## src/rtl/imem_arbiter_if.sv

```systemverilog
// Fetch port, burst (loader/debug) port and instruction-memory port of imem_arbiter.
interface imem_arbiter_if #(
    parameter int ADDR_W = 32
);
    logic              f_req;
    logic [ADDR_W-1:0] f_addr;
    logic              f_gnt;
    logic              f_rvalid;
    logic [31:0]       f_rdata;

    logic              d_req;
    logic [ADDR_W-1:0] d_addr;
    logic [3:0]        d_len;
    logic              d_gnt;
    logic              d_rvalid;
    logic [31:0]       d_rdata;
    logic              d_last;
    logic              d_busy;

    logic              mem_ce;
    logic [ADDR_W-1:0] mem_addr;
    logic [31:0]       mem_data;

    logic              misalign;

    // Arbiter side.
    modport slave (
        input  f_req, f_addr, d_req, d_addr, d_len, mem_data,
        output f_gnt, f_rvalid, f_rdata,
        output d_gnt, d_rvalid, d_rdata, d_last, d_busy,
        output mem_ce, mem_addr, misalign
    );

    // Requesters plus memory side.
    modport master (
        output f_req, f_addr, d_req, d_addr, d_len, mem_data,
        input  f_gnt, f_rvalid, f_rdata,
        input  d_gnt, d_rvalid, d_rdata, d_last, d_busy,
        input  mem_ce, mem_addr, misalign
    );
endinterface

```

## src/rtl/imem_arbiter.sv

```systemverilog
// Two-requester instruction-memory arbiter: single-word fetches and non-preemptible bursts.
// Define IMEM_ARB_RR_EN for round-robin on contested grants; default is fetch priority.
module imem_arbiter #(
    parameter int ADDR_W = 32
) (
    input  logic          clk,
    input  logic          rst,
    imem_arbiter_if.slave bus
);

    typedef enum logic [0:0] {
        IDLE  = 1'b0,
        BURST = 1'b1
    } state_e;

    localparam logic [ADDR_W-1:0] WORD_STEP = {{(ADDR_W-3){1'b0}}, 3'b100};

    state_e            state_q, state_d;
    logic [4:0]        cnt_q, cnt_d;
    logic [ADDR_W-1:0] addr_q, addr_d;
    logic              ptr_q, ptr_d;

    logic              f_rvalid_q, f_rvalid_d;
    logic              d_rvalid_q, d_rvalid_d;
    logic              d_last_q, d_last_d;
    logic              mis_q, mis_d;
    logic [31:0]       f_rdata_q, f_rdata_d;
    logic [31:0]       d_rdata_q, d_rdata_d;

    logic              f_gnt_s, d_gnt_s, burst_word_s, ce_s, last_s;
    logic [ADDR_W-1:0] maddr_s;

    function automatic logic [4:0] burst_words(input logic [3:0] len);
        burst_words = (len == 4'd0) ? 5'd16 : {1'b0, len};
    endfunction

    // Arbitration, burst sequencing and next values of the registered read path.
    always_comb begin
        state_d      = state_q;
        cnt_d        = cnt_q;
        addr_d       = addr_q;
        ptr_d        = ptr_q;
        f_gnt_s      = 1'b0;
        d_gnt_s      = 1'b0;
        burst_word_s = 1'b0;
        ce_s         = 1'b0;
        last_s       = 1'b0;
        maddr_s      = '0;

        case (state_q)
            IDLE: begin
                if (bus.f_req && bus.d_req) begin
`ifdef IMEM_ARB_RR_EN
                    if (ptr_q == 1'b0) begin
                        f_gnt_s = 1'b1;
                    end else begin
                        d_gnt_s = 1'b1;
                    end
                    ptr_d = ~ptr_q;
`else
                    f_gnt_s = 1'b1;
`endif
                end else if (bus.f_req) begin
                    f_gnt_s = 1'b1;
                end else if (bus.d_req) begin
                    d_gnt_s = 1'b1;
                end else begin
                    f_gnt_s = 1'b0;
                end

                if (f_gnt_s) begin
                    ce_s    = 1'b1;
                    maddr_s = {bus.f_addr[ADDR_W-1:2], 2'b00};
                end else if (d_gnt_s) begin
                    ce_s    = 1'b1;
                    maddr_s = {bus.d_addr[ADDR_W-1:2], 2'b00};
                    addr_d  = maddr_s;
                    // cnt holds the words still owed after the one issued now
                    cnt_d   = burst_words(bus.d_len) - 5'd1;
                    last_s  = (cnt_d == 5'd0);
                    if (cnt_d != 5'd0) begin
                        state_d = BURST;
                    end else begin
                        state_d = IDLE;
                    end
                end else begin
                    ce_s = 1'b0;
                end
            end

            BURST: begin
                burst_word_s = 1'b1;
                ce_s         = 1'b1;
                maddr_s      = addr_q + WORD_STEP;
                addr_d       = maddr_s;
                cnt_d        = cnt_q - 5'd1;
                last_s       = (cnt_q == 5'd1);
                if (cnt_q == 5'd1) begin
                    state_d = IDLE;
                end else begin
                    state_d = BURST;
                end
            end

            default: begin
                state_d = IDLE;
                cnt_d   = 5'd0;
            end
        endcase

        f_rvalid_d = f_gnt_s;
        d_rvalid_d = d_gnt_s | burst_word_s;
        d_last_d   = last_s;
        f_rdata_d  = f_gnt_s ? bus.mem_data : f_rdata_q;
        d_rdata_d  = (d_gnt_s | burst_word_s) ? bus.mem_data : d_rdata_q;

        if (f_gnt_s) begin
            mis_d = |bus.f_addr[1:0];
        end else if (d_gnt_s) begin
            mis_d = |bus.d_addr[1:0];
        end else begin
            mis_d = mis_q;
        end
    end

    // State, counter, pointer and read-path registers.
    always_ff @(posedge clk or negedge rst) begin
        if (!rst) begin
            state_q    <= IDLE;
            cnt_q      <= 5'd0;
            addr_q     <= '0;
            ptr_q      <= 1'b0;
            f_rvalid_q <= 1'b0;
            d_rvalid_q <= 1'b0;
            d_last_q   <= 1'b0;
            mis_q      <= 1'b0;
            f_rdata_q  <= 32'd0;
            d_rdata_q  <= 32'd0;
        end else begin
            state_q    <= state_d;
            cnt_q      <= cnt_d;
            addr_q     <= addr_d;
            ptr_q      <= ptr_d;
            f_rvalid_q <= f_rvalid_d;
            d_rvalid_q <= d_rvalid_d;
            d_last_q   <= d_last_d;
            mis_q      <= mis_d;
            f_rdata_q  <= f_rdata_d;
            d_rdata_q  <= d_rdata_d;
        end
    end

    // Grant-cycle outputs are combinational, so they are gated to force zero while reset is held.
    assign bus.f_gnt    = rst & f_gnt_s;
    assign bus.d_gnt    = rst & d_gnt_s;
    assign bus.mem_ce   = rst & ce_s;
    assign bus.mem_addr = rst ? maddr_s : '0;

    assign bus.f_rvalid = f_rvalid_q;
    assign bus.f_rdata  = f_rdata_q;
    assign bus.d_rvalid = d_rvalid_q;
    assign bus.d_rdata  = d_rdata_q;
    assign bus.d_last   = d_last_q;
    assign bus.d_busy   = (state_q == BURST);
    assign bus.misalign = mis_q;

endmodule

```

## src/flat_wrapper.sv

```systemverilog
// flat-port wrapper written by rule: the top's interface ports become plain ports
module imem_arbiter_flat 
#(
    parameter int ADDR_W = 32
)
  (clk, rst, bus_f_req, bus_f_addr, bus_d_req, bus_d_addr, bus_d_len, bus_mem_data, bus_f_gnt, bus_f_rvalid, bus_f_rdata, bus_d_gnt, bus_d_rvalid, bus_d_rdata, bus_d_last, bus_d_busy, bus_mem_ce, bus_mem_addr, bus_misalign);
  imem_arbiter_if #(.ADDR_W(ADDR_W)) bus_i ();
  input  logic clk;
  input  logic rst;
  input wire logic [$bits(bus_i.f_req)-1:0] bus_f_req;
  input wire logic [$bits(bus_i.f_addr)-1:0] bus_f_addr;
  input wire logic [$bits(bus_i.d_req)-1:0] bus_d_req;
  input wire logic [$bits(bus_i.d_addr)-1:0] bus_d_addr;
  input wire logic [$bits(bus_i.d_len)-1:0] bus_d_len;
  input wire logic [$bits(bus_i.mem_data)-1:0] bus_mem_data;
  output wire logic [$bits(bus_i.f_gnt)-1:0] bus_f_gnt;
  output wire logic [$bits(bus_i.f_rvalid)-1:0] bus_f_rvalid;
  output wire logic [$bits(bus_i.f_rdata)-1:0] bus_f_rdata;
  output wire logic [$bits(bus_i.d_gnt)-1:0] bus_d_gnt;
  output wire logic [$bits(bus_i.d_rvalid)-1:0] bus_d_rvalid;
  output wire logic [$bits(bus_i.d_rdata)-1:0] bus_d_rdata;
  output wire logic [$bits(bus_i.d_last)-1:0] bus_d_last;
  output wire logic [$bits(bus_i.d_busy)-1:0] bus_d_busy;
  output wire logic [$bits(bus_i.mem_ce)-1:0] bus_mem_ce;
  output wire logic [$bits(bus_i.mem_addr)-1:0] bus_mem_addr;
  output wire logic [$bits(bus_i.misalign)-1:0] bus_misalign;
  assign bus_i.f_req = bus_f_req;
  assign bus_i.f_addr = bus_f_addr;
  assign bus_i.d_req = bus_d_req;
  assign bus_i.d_addr = bus_d_addr;
  assign bus_i.d_len = bus_d_len;
  assign bus_i.mem_data = bus_mem_data;
  assign bus_f_gnt = bus_i.f_gnt;
  assign bus_f_rvalid = bus_i.f_rvalid;
  assign bus_f_rdata = bus_i.f_rdata;
  assign bus_d_gnt = bus_i.d_gnt;
  assign bus_d_rvalid = bus_i.d_rvalid;
  assign bus_d_rdata = bus_i.d_rdata;
  assign bus_d_last = bus_i.d_last;
  assign bus_d_busy = bus_i.d_busy;
  assign bus_mem_ce = bus_i.mem_ce;
  assign bus_mem_addr = bus_i.mem_addr;
  assign bus_misalign = bus_i.misalign;
  imem_arbiter #(.ADDR_W(ADDR_W)) u_core (.clk(clk), .rst(rst), .bus(bus_i));
endmodule
```

## config.mk

```make
export PLATFORM = sky130hd
export DESIGN_NAME = imem_arbiter_flat
export DESIGN_NICKNAME = d
export VERILOG_FILES = /design/src/rtl/imem_arbiter_if.sv /design/src/rtl/imem_arbiter.sv /design/src/flat_wrapper.sv
export SDC_FILE = /design/constraint.sdc
export NUM_CORES = 1
export LEC_CHECK = 0
export BUFFER_PORTS_ARGS = -buffer_cell sky130_fd_sc_hd__buf_4
export CORE_ASPECT_RATIO = 1.2
export CORE_MARGIN = 4
export CORE_UTILIZATION = 50
export CTS_CLUSTER_DIAMETER = 120
export DETAILED_ROUTE_END_ITERATION = 16
export MAX_ROUTING_LAYER = met4
export PLACE_DENSITY_LB_ADDON = 0.2
export SYNTH_ARGS = -nofsm -noshare
export SYNTH_HDL_FRONTEND = slang
export SYNTH_SLANG_ARGS = --single-unit
```

## constraint.sdc

```tcl
create_clock -name clk -period 2.4 [get_ports clk]
set_input_delay 0.48 -clock clk [delete_from_list [all_inputs] [get_ports clk]]
set_output_delay 0.48 -clock clk [all_outputs]
set_load 0.05 [all_outputs]
```

# ---- After elaboration in Yosys (flattened, before gate mapping)
# Cells that the tools add are included.
dict set report word_totals {
  register_bits 106
  inputBits 104
}
dict set report classes {
  addsub 3
  n_reduce_logical 8
  bitwise_logic 5
  n_eq_ne 3
  muxes 34
}
# operator count
set ops {}
lappend ops {{2-to-1 mux 32 bit} 5}
lappend ops {{case mux 32 bit (2 select lines)} 2}
lappend ops {{adder 32 x 3 -> 32 bit, second input constant} 1}
lappend ops {{2-to-1 mux 1 bit} 20}
lappend ops {{2-to-1 mux 5 bit} 3}
lappend ops {{case mux 5 bit (2 select lines)} 1}
lappend ops {{subtractor 5 x 1 -> 5 bit, second input constant} 2}
lappend ops {{case mux 1 bit (2 select lines)} 3}
lappend ops {{== test 5 x 1 -> 1 bit, second input constant} 1}
lappend ops {{zero test 5 bit} 1}
lappend ops {{nonzero test 5 bit} 1}
lappend ops {{zero test 4 bit} 1}
lappend ops {{OR reduction 2 bit} 2}
lappend ops {{bitwise AND 1 bit} 3}
lappend ops {{inequality test 2 x 1 -> 1 bit, second input constant} 1}
lappend ops {{inequality test 2 bit, second input constant} 1}
lappend ops {{AND reduction 2 bit} 1}
lappend ops {{nonzero test 2 bit} 1}
lappend ops {{logical AND 1 bit} 1}
lappend ops {{NOT 1 bit} 1}
lappend ops {{OR 1 bit} 1}

# ---- Depth between registers and ports, before layout
# Gate-level depths: netlist (run 1).
dict set report logic_depth {
  depth_word 8
  depth_mapped 8
}

# ---- Least setup slack after synthesis (run 1)
# OpenSTA, ideal clock, no wires.
dict set report synth_timing {
  kind {register to output}
  startpoint {register u_core.addr_q[2]}
  endpoint {output port bus_mem_addr[28]}
  arrival_ns 3.107
  path_slack_ns -1.187
  required_time_ns 1.920
  path_stages_with_launch 6
  cell_sequence {dfrtp_1 ha_1 nand4_4 nor2_1 nand4_1 o311ai_0}
}
dict set report synth_via {
  elab_chain_len 3
}
# element line
set synth_rtl {}
lappend synth_rtl {{start, declared} imem_arbiter.sv:20} ;# logic [ADDR_W-1:0] addr_q, addr_d;
lappend synth_rtl {{start signal, assigned} imem_arbiter.sv:142} ;# addr_q <= addr_d;
lappend synth_rtl {{adder 32 x 3 -> 32 bit} imem_arbiter.sv:94} ;# maddr_s = addr_q + WORD_STEP;
lappend synth_rtl {{case mux 32 bit (2 select lines)} imem_arbiter.sv:50} ;# case (state_q)
lappend synth_rtl {{2-to-1 mux 32 bit} imem_arbiter.sv:157} ;# assign bus.mem_addr = rst ? maddr_s : '0;
lappend synth_rtl {{end, declared} flat_wrapper.sv:25} ;# output wire logic [$bits(bus_i.mem_addr)-1:0] bus_mem_addr;
# Every way passes these cells.

# ---- Final worst setup path (run 1)
dict set report layout_timing {
  startpoint {register u_core.addr_q[3]}
  endpoint {output port bus_mem_addr[17]}
}
# The elaborated chain is that of the path after synthesis.

==> impl_metrics.env, run 1 <==
export IMPL_layout_filler_cells=745
export IMPL_core_area_um2=11200
export IMPL_drt_drc_violations_left=0
export IMPL_dpl_worst_slack_ns=-0.0387
export IMPL_worst_slew_pin_transition_ns=1.04
export IMPL_fin_hold_ws_ns=0.116
export IMPL_finalWeightedCongestion=0.933
export IMPL_cts_max_level=3
export IMPL_clk_pin_slew_ns=0.07
export IMPL_postRouteAntennaNets=0
export IMPL_tritoncts="built"
export IMPL_irDropWorstVdd_v=0.000835
export IMPL_finalWirelength_um=20300
export IMPL_clock_tree_buffer_depth=2
export IMPL_area_sequential_um2=2610
export IMPL_grt_pass1_wl_um=31400
export IMPL_ys_ff_latch=104
export IMPL_worst_endpoint_arrival_ns=2.38
export IMPL_initial_core_util_pct=51.6
export IMPL_final_setup_skew_ns=0.00783
export IMPL_critical_setup_path_class="register to output port"
export IMPL_syn_instance_count=708
export IMPL_post_drt_via_cell_ratio=5.71
export IMPL_standard_cell_rows=42
export IMPL_layout_area_overhead_vs_synth_pct=52.9
export IMPL_dr_first_iter_drc_count=588
export IMPL_antenna_found_initial=0
export IMPL_synth_cell_area_um2=5780
export IMPL_gr_usage_all_layers_pct=30.0
export IMPL_worstPathMaxFanout=3
export IMPL_powerDensity_nw_per_um2=1410
export IMPL_diodes=0
export IMPL_period_needed_ns=2.86
export IMPL_outcome="complete, but fails checks"
export IMPL_grt_pass1_vias=6291
export IMPL_fraction_of_layout_instances_using_a_drive_strength_above_1_pct=39.0
export IMPL_setup_worst_path_end_class="output port"
export IMPL_fmax_mhz=350
export IMPL_number_of_top_level_pins=208
export IMPL_cts_root_buf="clkbuf_16"
export IMPL_worst_endpoint_required_ns=1.92
export IMPL_synth_cell_type_count=63
export IMPL_max_stage_delay_ns=0.36
export IMPL_numPortBuffers=205
export IMPL_grt_max_degree=84
export IMPL_die_area_um2=13300
export IMPL_setup_violations_final=25
export IMPL_hold_class="primary input to async pin"
export IMPL_average_footprint_of_a_synthesized_cell_um2=8.16
export IMPL_place_detailed_hpwl_um=14000
export IMPL_globalRouteOverflowTotal=0
export IMPL_timing_hold_violations_final=0
export IMPL_rsz0062_at_grt="yes"
export IMPL_fp_dieW_um=106
export IMPL_ys_flop_type="dfrtp_1"
export IMPL_finalCritPeriodShare_pct=119
export IMPL_worst_path_dominant_cell_family="simple AND/OR/NAND/NOR gates"
export IMPL_nNetsFinal=1060
export IMPL_num_vias=6331
export IMPL_cellLeakagePower_uw=0.00433
export IMPL_timing_max_cap_violations=0
export IMPL_fin_ws_ns=-0.459
export IMPL_critical_path_slowest_cell="dfrtp_1"
export IMPL_count_of_tritonroute_iterations_in_the_first_routing_pass=5
export IMPL_wire_per_inst_um=18.3
export IMPL_cts_sinks=104
export IMPL_critical_path_cell_chain="buf_4 -> nand4_1 -> nor3_4 -> buf_4 -> nand4_1 -> xor2_1 -> a221oi_4 -> buf_6"
export IMPL_synth_enable_flop_cells=0
export IMPL_seq_area_frac_synth_pct=45.0
export IMPL_clock_latency_reported_for_the_late_side_of_the_worst_skew_pair_ns=0.35
export IMPL_timing_max_slew_rel_slack_pct=30.8
export IMPL_ys_warn_count=0
export IMPL_critical_path_n_buffers_inverters=3
export IMPL_tritoncts_num_buffers=9
export IMPL_violated_checks="setup timing"
export IMPL_report_final_slew_viol_count=0
export IMPL_async_reset_ff_share_pct=100
export IMPL_startpoint_type="register"
export IMPL_area_of_the_multi_input_gates_um2=3430
export IMPL_die_h_um=126
-- layer usage --
| metal | vias up | share of wire [%] | global-route usage, % |
|---|---|---|---|
| met4 | 0 | 2.8 | 11.2 |
| met3 | 45 | 7.4 | 4.61 |
| met5 | - | 0 | - |
| met1 | 3080 | 39 | 35.6 |
| li1 | 2896 | - | - |
| met2 | 310 | 51 | 51.5 |
-- area by class of cell --
type / instances / area share (%)
sequential: 104 / 29.5
clock inverter: 6 / 0.566
inverter: 15 / 0.666
clock buffer: 9 / 2.55
tap: 154 / 2.18
timing repair buffer: 279 / 25.7
multi-input combinational: 541 / 38.8
-- cell usage in the layout (no fill, tap or decap), drive strengths merged, types with 5 or more instances in the layout --
cell type	count
nand2b	6
a221oi	7
xor2	14
nand3b	5
nand4	18
o21ai	18
nor2	41
mux2i	10
a22o	7
ha	6
nor4	6
buf	278
a211oi	12
and3	7
nor3	11
clkbuf	9
a21oi	33
inv	19
o22ai	13
dfrtp	104
nand3	17
nand2	248
xnor2	8
a22oi	8
-- flip-flops by register name, indices dropped and copies added (netlist names) --
| name | count |
|---|---|
| u_core.cnt_q | 5 |
| u_core.bus.f_rdata | 32 |
| u_core.bus.misalign | 1 |
| u_core.addr_q | 30 |
| u_core.bus.d_rvalid | 1 |
| u_core.bus.f_rvalid | 1 |
| u_core.bus.d_busy | 1 |
| u_core.bus.d_rdata | 32 |
| u_core.bus.d_last | 1 |
-- Yosys cell counts, types with 7 or more instances --
cell	instances	area (µm²)
and3_1	7	43.8
xnor2_1	8	70.1
a22o_1	7	61.3
a22oi_1	8	60.1
buf_2	7	35.0
xor2_1	14	123
nor3_1	9	45.0
a21oi_1	33	165
mux2i_1	10	100
nor2_1	40	150
nand3_1	17	85.1
dfrtp_1	104	2600
nand4_1	16	100
a211oi_1	11	82.6
o21ai_0	18	90.1
clkbuf_1	30	113
o22ai_1	13	81.3
buf_1	7	26.3
nand2_1	248	931
inv_1	14	52.6
-- worst reg2reg max path, cell delays in order (launching register included) --
cell and delay (ns):
dfrtp_1 0.36, buf_4 0.13, ha_4 0.15, nand4_4 0.11
or4_4 0.56, buf_4 0.16, a211o_1 0.30, a21oi_1 0.19
-- final timing paths --
| kind | startpoint | to | slack, ns | depth (start not counted) |
|---|---|---|---|---|
| min in group clk | bus_mem_data[7] | u_core.bus.f_rdata[7] | 0.33 | 3 |
| max in group asynchronous | rst | u_core.addr_q[12] | 1.16 | 2 |
| worst max-delay path | u_core.addr_q[3] | bus_mem_addr[17] | -0.46 | 8 |
| worst min register to register | u_core.bus.d_rdata[4] | u_core.bus.d_rdata[4] | 0.47 | 2 |
| worst max register to register | u_core.addr_q[3] | u_core.addr_q[14] | 0.34 | 7 |
| worst min-delay path | rst | u_core.bus.d_busy | 0.12 | 2 |
-- power by group --
part | switching (µW) | internal (µW) | leakage (µW)
clock | 690 | 714 | 0.000129
sequential | 642 | 2510 | 0.00122
combinational | 5150 | 2710 | 0.00299
total | 6480 | 5940 | 0.00433
-- cells by family after synthesis --
logic type,count (synthesis),share of synthesized area (%)
buf+inv,64,4.59
simple gates,374,29.0
xor+xnor,22,3.33
other cells,1,0.0649
fa+ha+maj,6,1.30
flops,104,45.0
mux,11,1.93
compound gates,126,14.8
-- metrics by stage --
step | cells | power, µW | setup TNS (ns) | util [%] | instance area [µm²]
6_report | 1108 | 12400 | -7.67 | 78.9 | 8830
5_1_grt | 1108 | 13000 | -9.73 | 78.9 | 8830
2_1_floorplan | 709 | 8070 | -0.661 | - | 6120
4_1_cts | 1104 | 12200 | -5.62 | 77.7 | 8690
3_3_place_gp | 1072 | 10300 | -0.000654 | 71.9 | 8040
3_5_place_dp | 1072 | 10500 | -0.0637 | 71.9 | 8040
-- timing repair --
item	in CTS	in global routing
hold buffers	1	0
buffers inserted	16	4
hold endpoints to repair	5	0
pin swaps	16	10
gates resized for setup	53	22
endpoints found under the setup margin	25	26
No activity file was read; power rests on OpenSTA's default activity.
==> run 2, diff against run 1 <==
--- a/config.mk
+++ b/config.mk
@@ -11,7 +11,7 @@
 export CORE_UTILIZATION = 50
 export CTS_CLUSTER_DIAMETER = 120
 export DETAILED_ROUTE_END_ITERATION = 16
-export MAX_ROUTING_LAYER = met4
+export GPL_ROUTABILITY_DRIVEN = 0
 export PLACE_DENSITY_LB_ADDON = 0.2
 export SYNTH_ARGS = -nofsm -noshare
 export SYNTH_HDL_FRONTEND = slang
==> constraint.sdc (replaced) <==
create_clock -name clk -period 2.4 [get_ports clk]
set_input_delay 0.48 -clock clk [delete_from_list [all_inputs] [get_ports clk]]
set_output_delay 0.48 -clock clk [all_outputs]
set_load 0.1 [all_outputs]
==> run 2 against run 1 <==
Against the previous run:
- the run still ends with setup timing left
- clock skew is 0.00052 ns lower
- critical path type unchanged
- flip-flop and latch count stayed put
- core utilization is 5.4 points higher
- cell count is 1.9% higher
- global-route usage is 1.3 points higher
- hold slack better by 0.023 ns
- register-to-register slack worse by 0.19 ns
- clock-buffer cell count stayed put
==> impl_metrics.env, run 2 (synthesis results as in run 1) <==
export IMPL_outcome="complete, but fails checks"
export IMPL_violated_checks="setup timing"
export IMPL_count_of_tritonroute_iterations_in_the_first_routing_pass=5
export IMPL_cts_max_level=3
export IMPL_cts_sinks=104
export IMPL_startpoint_type="register"
export IMPL_period_needed_ns=2.88
export IMPL_layout_cells_most_common="buf_4"
export IMPL_report_final_slew_viol_count=0
export IMPL_wire_per_inst_um=19.8
export IMPL_finalCoreUtilization_pct=84.4
export IMPL_setup_worst_path_end_class="output port"
export IMPL_timing_hold_violations_final=0
export IMPL_initial_core_util_pct=51.6
export IMPL_setup_violations_final=26
export IMPL_dr_first_iter_drc_count=640
export IMPL_worstReg2RegStart="u_core.addr_q[2]"
export IMPL_number_of_top_level_pins=208
export IMPL_timing_max_cap_violations=0
export IMPL_critical_setup_path_class="register to output port"
export IMPL_fin_ws_ns=-0.482
export IMPL_dpl_worst_slack_ns=-0.116
export IMPL_timing_max_slew_rel_slack_pct=52.7
export IMPL_post_drt_via_cell_ratio=5.97
export IMPL_layout_cells_most_common_list="256 x buf_4, 243 x nand2_1, 99 x dfrtp_1, 31 x nor2_1, 29 x buf_12"
export IMPL_num_vias=6739
export IMPL_grt_pass1_vias=6772
export IMPL_numPortBuffers=205
export IMPL_clk_pin_slew_ns=0.08
export IMPL_final_setup_skew_ns=0.00731
export IMPL_rsz0062_at_grt="yes"
export IMPL_fmax_mhz=347
export IMPL_grt_max_degree=59
export IMPL_gr_usage_all_layers_pct=31.3
export IMPL_drt_drc_violations_left=0
export IMPL_standard_cell_rows=42
export IMPL_antenna_found_initial=0
export IMPL_die_h_um=126
export IMPL_die_area_um2=13300
export IMPL_tritoncts="built"
export IMPL_worst_endpoint_arrival_ns=2.40
export IMPL_clock_latency_reported_for_the_late_side_of_the_worst_skew_pair_ns=0.35
export IMPL_place_detailed_hpwl_um=14900
export IMPL_fraction_of_layout_instances_using_a_drive_strength_above_1_pct=41.7
export IMPL_grt_pass1_wl_um=33700
export IMPL_cts_root_buf="clkbuf_16"
export IMPL_fp_dieW_um=106
export IMPL_postRouteAntennaNets=0
export IMPL_dpl_cell_count=1088
export IMPL_worst_setup_path_startpoint="u_core.addr_q[3]"
export IMPL_nNetsFinal=1081
export IMPL_worst_endpoint_required_ns=1.92
export IMPL_core_area_um2=11200
export IMPL_finalWirelength_um=22400
export IMPL_clock_tree_buffer_depth=2
export IMPL_worst_slew_pin_transition_ns=0.710
export IMPL_diodes=0
export IMPL_worstPathMaxFanout=7
export IMPL_finalCritPeriodShare_pct=120
export IMPL_instances_no_fill=1129
export IMPL_hold_class="primary input to async pin"
export IMPL_layout_area_overhead_vs_synth_pct=63.4
export IMPL_tritoncts_num_buffers=9
export IMPL_globalRouteOverflowTotal=0
-- run 2: changes by cell type in the layout (fill, tap and decap cells not counted), sizes merged --
cell,delta
buf,+22
inv,-2
clkinvlp,-2
bufinv,+1
clkinv,+3
dlygate4sd3,-1
-- run 2: final cells by class --
type	instances	area, µm²
sequential	104	2610
fill	602	1750
multi-input combinational	541	3610
tap	154	193
clock buffer	9	225
timing repair buffer	300	2670
clock inverter	6	76.3
inverter	15	61.3
-- run 2: through the flow --
stage / hold slack [ns] / cell area (µm²) / setup TNS [ns]
4_1_cts: 0.123 / 9150 / -6.80
5_1_grt: 0.142 / 9440 / -10.53
3_5_place_dp: 0.457 / 8310 / -0.484
6_report: 0.139 / 9440 / -8.72
2_1_floorplan: 0.184 / 6370 / -4.13
3_3_place_gp: 0.451 / 8310 / -0.117
-- run 2: critical path: stages (launching register included) --
cell and delay, ns:
dfrtp_2 0.41, buf_6 0.11, nand4_1 0.16, nor3_4 0.32
buf_6 0.18, nand4_1 0.11, or3_1 0.35, o211ai_1 0.15
buf_6 0.27
-- run 2: worst paths after layout --
kind	end	slack [ns]	cells past startpoint
max	bus_mem_addr[31]	-0.48	8
min	u_core.cnt_q[4]	0.14	2
max reg2reg	u_core.addr_q[12]	0.15	10
min reg2reg	u_core.bus.d_rdata[23]	0.47	2
max in group asynchronous	u_core.bus.f_rdata[31]	1.16	3
min in group clk	u_core.bus.f_rdata[6]	0.33	3
-- run 2: timing repair --
| action | 4_1_cts | 5_1_grt |
|---|---|---|
| resized for setup | 102 | 34 |
| buffers inserted | 10 | 19 |
| setup endpoints to repair | 29 | 31 |
| pin swaps | 18 | 30 |
| hold buffers | 0 | 0 |
| gates cloned | 0 | 0 |
-- run 2: metal layers --
layer | vias to the layer above | part of all wire [%] | global-route usage [%]
met5 | - | 0 | 0
met3 | 103 | 9.1 | 6.40
met2 | 482 | 51 | 56.4
li1 | 2950 | - | -
met1 | 3204 | 35 | 34.9
met4 | 0 | 5.5 | 15.1
Power of run 2 is left out: the tool's default activity adds up to more than one toggle a clock period on the data nets, which glitch-free logic cannot reach.
